`src/rtl/mem_access_arbiter_pkg.sv`:
```
// mem_pkg: shared FSM state encoding and parameter limits for the memory access blocks.
package mem_pkg;
    typedef enum logic [1:0] {IDLE = 2'b00, BUSY = 2'b01, DONE = 2'b10} state_e;
    localparam int MIN_PORTS = 1;
    localparam int MAX_PORTS = 8;
    localparam int MIN_ACCESS_CYCLES = 1;
    localparam int MAX_ACCESS_CYCLES = 15;
    function automatic int idx_w(input int n);
        return n > 1 ? $clog2(n) : 1;
    endfunction
endpackage

```
`src/rtl/mem_access_arbiter_rr_arbiter.sv`:
```
// rr_arbiter: combinational round-robin pick, searching from last_i+1 modulo N.
module rr_arbiter #(
    parameter int N  = 2,
    parameter int IW = 1
) (
    input  logic [N-1:0]  req_i,
    input  logic [IW-1:0] last_i,
    output logic [N-1:0]  win_o,
    output logic [IW-1:0] idx_o
);
    logic [IW-1:0] c;
    always_comb begin
        win_o = '0;
        idx_o = '0;
        c     = '0;
        // Walk from farthest to nearest so the closest requester after last_i wins.
        for (int i = N; i >= 1; i--) begin
            c = IW'((int'(last_i) + i) % N);
            if (req_i[c]) idx_o = c;
        end
        win_o[idx_o] = |req_i;
    end
endmodule

```
`src/rtl/mem_access_arbiter.sv`:
```
// mem_access_arbiter: round-robin access to a fixed-latency memory with per-port done pulses.
module mem_access_arbiter
    import mem_pkg::*;
#(
    parameter int NUM_PORTS     = 2,
    parameter int ACCESS_CYCLES = 1,
    parameter int CNT_W         = 4
) (
    input  logic                 clk,
    input  logic                 rst_n,
    input  logic [NUM_PORTS-1:0] req,
    output logic [NUM_PORTS-1:0] grant,
    output logic [NUM_PORTS-1:0] done,
    output logic                 ready,
    output logic [CNT_W-1:0]     busy_cnt
);
    localparam int IW = idx_w(NUM_PORTS);

    state_e               state_q;
    logic [NUM_PORTS-1:0] grant_q, done_q, win;
    logic                 ready_q;
    logic [CNT_W-1:0]     cnt_q;
    logic [IW-1:0]        last_q, win_idx;

    rr_arbiter #(.N(NUM_PORTS), .IW(IW)) u_rr (
        .req_i  (req),
        .last_i (last_q),
        .win_o  (win),
        .idx_o  (win_idx)
    );

    // DONE accepts a new request exactly like IDLE, giving back-to-back accesses.
    always_ff @(posedge clk or negedge rst_n) begin
        if (!rst_n) begin
            state_q <= IDLE;
            grant_q <= '0;
            done_q  <= '0;
            ready_q <= 1'b1;
            cnt_q   <= '0;
            last_q  <= IW'(NUM_PORTS - 1);
        end else if (state_q == BUSY) begin
            if (cnt_q == '0) begin
                state_q <= DONE;
                done_q  <= grant_q;
                ready_q <= 1'b1;
            end else begin
                cnt_q <= cnt_q - CNT_W'(1);
            end
        end else if (|req) begin
            state_q <= BUSY;
            grant_q <= win;
            done_q  <= '0;
            ready_q <= 1'b0;
            cnt_q   <= CNT_W'(ACCESS_CYCLES - 1);
            last_q  <= win_idx;
        end else begin
            state_q <= IDLE;
            grant_q <= '0;
            done_q  <= '0;
            ready_q <= 1'b1;
        end
    end

    assign grant    = grant_q;
    assign done     = done_q;
    assign ready    = ready_q;
    assign busy_cnt = cnt_q;
endmodule

```
`config.mk`:
```
export PLATFORM = sky130hd
export DESIGN_NAME = mem_access_arbiter
export DESIGN_NICKNAME = d
export VERILOG_FILES = /design/src/rtl/mem_access_arbiter_pkg.sv /design/src/rtl/mem_access_arbiter_rr_arbiter.sv /design/src/rtl/mem_access_arbiter.sv
export SDC_FILE = /design/constraint.sdc
export NUM_CORES = 1
export LEC_CHECK = 0
export CAP_MARGIN = 25
export CORE_AREA = 2 2 39 41
export DETAILED_ROUTE_END_ITERATION = 10
export DIE_AREA = 0 0 41 43
export MAX_ROUTING_LAYER = met4
export PLACE_DENSITY = 0.76
export SYNTH_ARGS = -nofsm -noshare
export SYNTH_HDL_FRONTEND = slang
export SYNTH_HIERARCHICAL = 1
export SYNTH_SLANG_ARGS = --single-unit
```
`constraint.sdc`:
```
create_clock -name clk -period 1.9 [get_ports clk]
set_input_delay 0.38 -clock clk [delete_from_list [all_inputs] [get_ports clk]]
set_output_delay 0.38 -clock clk [all_outputs]
set_load 0.05 [all_outputs]
```
# ---- Yosys cells after proc, flatten, opt, wreduce, memory -nomap -nowiden
# Index checks and enable logic that the tools add are counted.
dict set report totals {
  regBits 12
  latchBits 0
  ram_bits 0
  romBits 0
  output_inout_bits 9
  mem_count 0
}
dict set report classes {
  addsub 3
  multipliers 0
  n_div 0
  n_lt_le_gt_ge 4
  n_eq_ne 3
  n_shift 0
  n_mux 20
  n_bitwise 2
  reduce_logical 6
}
# op n
set op_table {}
lappend op_table {{4-bit 2-to-1 mux} 3}
lappend op_table {{1-bit 2-to-1 mux} 11}
lappend op_table {{2-bit 2-to-1 mux} 5}
lappend op_table {{1-bit by 2-bit < comparator with 1-bit output (second input constant)} 3}
lappend op_table {{4-bit zero test} 1}
lappend op_table {{2-bit AND reduction} 2}
lappend op_table {{4-bit by 1-bit subtractor with 4-bit output (second input constant)} 1}
lappend op_table {{1-bit adder (second input constant)} 2}
lappend op_table {{2-bit AND} 1}
lappend op_table {{2-bit by 1-bit == test with 1-bit output (second input constant)} 1}
lappend op_table {{2-bit by 1-bit != test with 1-bit output (second input constant)} 1}
lappend op_table {{2-bit != test (second input constant)} 1}
lappend op_table {{2-bit nonzero test} 1}
lappend op_table {{2-bit OR reduction} 1}
lappend op_table {{1-bit demux with 1-bit select} 1}
lappend op_table {{1-bit greater-or-equal comparator (second input constant)} 1}
lappend op_table {{1-bit logical AND} 1}
lappend op_table {{1-bit inverter} 1}

# ---- Logic depth before layout (Yosys ltp)
dict set report depth {
  ltp_word 11
  depth_mapped 5
  depth_no_buf 5
}

# ---- Hierarchy
# The synthesis kept the hierarchy.
# module n_inst cells_per_inst area_each_um2 seq_area_each_um2
set by_module_without_submodules {}
lappend by_module_without_submodules {mem_access_arbiter 1 46 531.8 302.8}
lappend by_module_without_submodules {rr_arbiter 1 4 26.3 0.0}

# ---- Least setup slack after synthesis
# No wires, ideal clock.
dict set report synth_path {
  path_type {reg-to-reg}
  startpoint {reg cnt_q[0] (netlist: busy_cnt[0])}
  endpoint {reg cnt_q[1] (netlist: busy_cnt[1])}
  setup_ps 120
  t_arrival_ps 1607
  required_time_ps 1780
  path_slack_ps 173
  stages_incl_launch_ff 6
  path_buffers 0
  period_less_slack_ps 1727
  path_cell_list {dfrtp_1 inv_1 ha_1 nor3b_1 nor3_1 a31o_2}
}
dict set report synth_via {
  elab_chain_len 3
  word_cells_on_any_way 6
}
# element line
set synth_lines {}
lappend synth_lines {{start: declaration} mem_access_arbiter.sv:22} ;# logic [CNT_W-1:0] cnt_q;
lappend synth_lines {{start signal: assignment} mem_access_arbiter.sv:47} ;# cnt_q <= cnt_q - CNT_W'(1);
lappend synth_lines {{start signal: assignment} mem_access_arbiter.sv:54} ;# cnt_q <= CNT_W'(ACCESS_CYCLES - 1);
lappend synth_lines {{4-bit by 1-bit subtractor with 4-bit output / 4-bit zero test (equally long branches)} {mem_access_arbiter.sv:47, mem_access_arbiter.sv:42}}
lappend synth_lines {{4-bit 2-to-1 mux / 2-bit != test (equally long branches)} --}
lappend synth_lines {{4-bit 2-to-1 mux / 2-bit AND reduction (equally long branches)} --}
# Several ways; a longest one is shown, not always the timed one. The select of a mux whose other input is x is not followed.
# A chain may end at the register's enable or synchronous reset.

# ---- Worst setup path after layout
dict set report layout_path {
  startpoint {reg done_q[0] (netlist: done[0])}
  endpoint {out done[0]}
}
# element line
set layout_lines {}
lappend layout_lines {{start: declaration} mem_access_arbiter.sv:20} ;# logic [NUM_PORTS-1:0] grant_q, done_q, win;
lappend layout_lines {{start signal: assignment} mem_access_arbiter.sv:44} ;# done_q <= grant_q;
lappend layout_lines {{end: declaration} mem_access_arbiter.sv:13} ;# output logic [NUM_PORTS-1:0] done,
# No word-level cell between the ends.

==> results.toml <==
[drt]
via_count = 421
wire_per_inst_um = 12.4
dr.pass1.iters = 3
vias_per_cell = 5.07
drt_iter0_markers = 3
drcViolationCount = 0
ant_nets = 0
drt-total-wl_um = 1030

[logic_synthesis]
synth_seq_cells = 12
synth_cell_types = 21
ys_top_cells_by_area = "dfrtp_1 (45%), dfstp_2 (9.4%), mux2i_1 (7.2%), ha_1 (4.5%), a21boi_1 (4.0%)"
yosys.area.top_type = "dfrtp_1"
ys_seq_area_share_pct = 54.3
async_flop_share_pct = 100
synth_nets = 56
syn_area_per_cell_sq_um = 11.2
synthCells = 50
ys.flop_type = "dfrtp_1"
synth_edf_count = 0
synth_top_cell_area_share_pct = 44.8
synth_most_common_cell = "dfrtp_1"
syn-cell-area_sq_um = 558
ys_top_cells_by_count = "dfrtp_1 (10), inv_1 (4), mux2i_1 (4), nor2_1 (4), o21ai_0 (4)"
ys.warnings.count = 6

[worst_setup_path]
cp-end-kind = "output pin"
crit_buf_inv = 1
reg2reg_depth = 3
r2r_start = "busy_cnt[2]"
cp_cell_sequence = "clkdlybuf4s50_1"
crit_path_end = "done[0]"
critPathTopFamily = "buffers and inverters"
critPathRequiredTime_ns = 1.52
crit_arrival_ns = 1.41
critPathKind = "flip-flop to output pin"
reg2reg_to = "busy_cnt[3]"
worstSetupStartpointType = "flip-flop"
slowest_delay_ns = 0.80
critPathMaxFanout = 2
crit_start = "done[0]"
slowest_stage = "clkdlybuf4s50_1"
cp_num_cells = 1
rrSetupSlack_ns = 0.45

[cts]
clockBufferDepth = 2
post_cts_resized = 0
clock_latency_ns = 0.27
postCtsSetupRepairBufs = 0
cts_hold_buf = 0
cts-htree-levels = 1
cts_root_buf = "clkbuf_4"
tritoncts = "done"
clkTransAtPathRegs_ns = 0.08
numCtsBuffers = 3
clock_sinks = 12

[floorplan]
start_util_pct = 40.3
fp-row-count = 14
ioPinCount = 13
fp.coreArea_sq_mm = 0.00138
dieArea_sq_mm = 0.00176
die_h_um = 43
dieWidth_um = 41

[sta]
fmax_mhz = 558
drv_slew = 0
finalSetupTns_ns = 0
slew_headroom_pct = 64.1
hold_viol_final = 0
setup_viol = 0
fin_crit_sh_pct = 94.4
worst_slew_pin_slew_ns = 0.537
clock_skew_ns = 0.00838
rsz0062_at_grt = "no"
fin_crit_ns = 1.79

[finish]
nNetsFinal = 74
fin_cells = 83
fillCellCount = 122
areaGrowthSynthToFinish_pct = 30.5
antenna_cells = 0
drive_gt1_share_pct = 25.4

[grt]
grt-ovfl-total = 0
antenna_found_initial = 0
grt_pass1_wl_um = 1690
grt_pass1_vias = 389
grt_usage_pct = 15.1
grt_start_max_net_pins = 13

[run]
maxCapViolCount = 0

[placement]
gp_congestion = 0.708
placement.io_buffers = 12
dp.cells = 79

[worst_hold_path]
hold_class = "primary input to async pin"

[run_status]
outcome = "complete, no violations"
[state kept, by name, indices dropped and copies added, names as in the netlist]
register  cells
busy_cnt      4
done          2
grant         2
state_q       2
last_q        1
ready         1
[layout by cell type (no fill, tap or decap), types with 2 or more instances in the layout]
master	count
nor2_1	4
inv_1	4
clkdlybuf4s50_1	5
buf_4	9
a22o_1	2
ha_1	2
nand2b_1	2
a21oi_1	2
dfrtp_1	10
mux2i_1	4
o21ai_0	4
dfstp_2	2
a21boi_1	3
clkbuf_4	3
nor3_1	2
[through the flow]
step	area [sq um]	util, %	setup WS, ns	hold slack, ns
2_1_floorplan	558	-	0.173	0.0844
3_3_place_gp	692	50.0	0.383	0.507
6_report	728	52.6	0.106	0.458
4_1_cts	728	52.6	0.0989	0.473
3_5_place_dp	692	50.0	0.327	0.515
5_1_grt	728	52.6	0.0519	0.504
[layer usage]
layer / part of all wire, % / track usage, % / vias to the layer above
li1: - / - / 212
met2: 46 / 19.1 / 10
met4: 0.87 / 8.00 / 0
met1: 48 / 20.1 / 197
met3: 5.2 / 6.28 / 2
met5: 0 / - / -
[final cells by class]
| type | instances | area [sq um] | area share [%] |
|---|---|---|---|
| Sequential cell | 12 | 303 | 41.6 |
| Multi-Input combinational cell | 33 | 236 | 32.5 |
| Timing Repair Buffer | 14 | 118 | 16.2 |
| Clock buffer | 4 | 36.3 | 4.98 |
| Tap cell | 16 | 20.0 | 2.75 |
| Inverter | 4 | 15.0 | 2.06 |
[worst min-delay path by stage]
stage / startpoint / end / slack [ns]
after floorplan: rst_n / busy_cnt[0] / 0.08
after global placement: done[0] / done[0] / 0.51
after detailed placement: done[0] / done[0] / 0.52
after CTS: rst_n / state_q[1] / 0.47
after global routing: rst_n / state_q[1] / 0.50
final: rst_n / state_q[1] / 0.46
[cells by family after synthesis]
family / after synthesis / synth area share, %
flip-flops: 12 / 54.3
multiplexers: 5 / 9.19
AND/OR/NAND/NOR: 13 / 13.2
adder cells (fa/ha/maj): 2 / 4.48
AO/OA/AOI/OAI: 13 / 15.5
buffers and inverters: 5 / 3.36
Power is left out: the tool's default activity adds up to more than one toggle a clock period on the data nets, which glitch-free logic cannot reach.
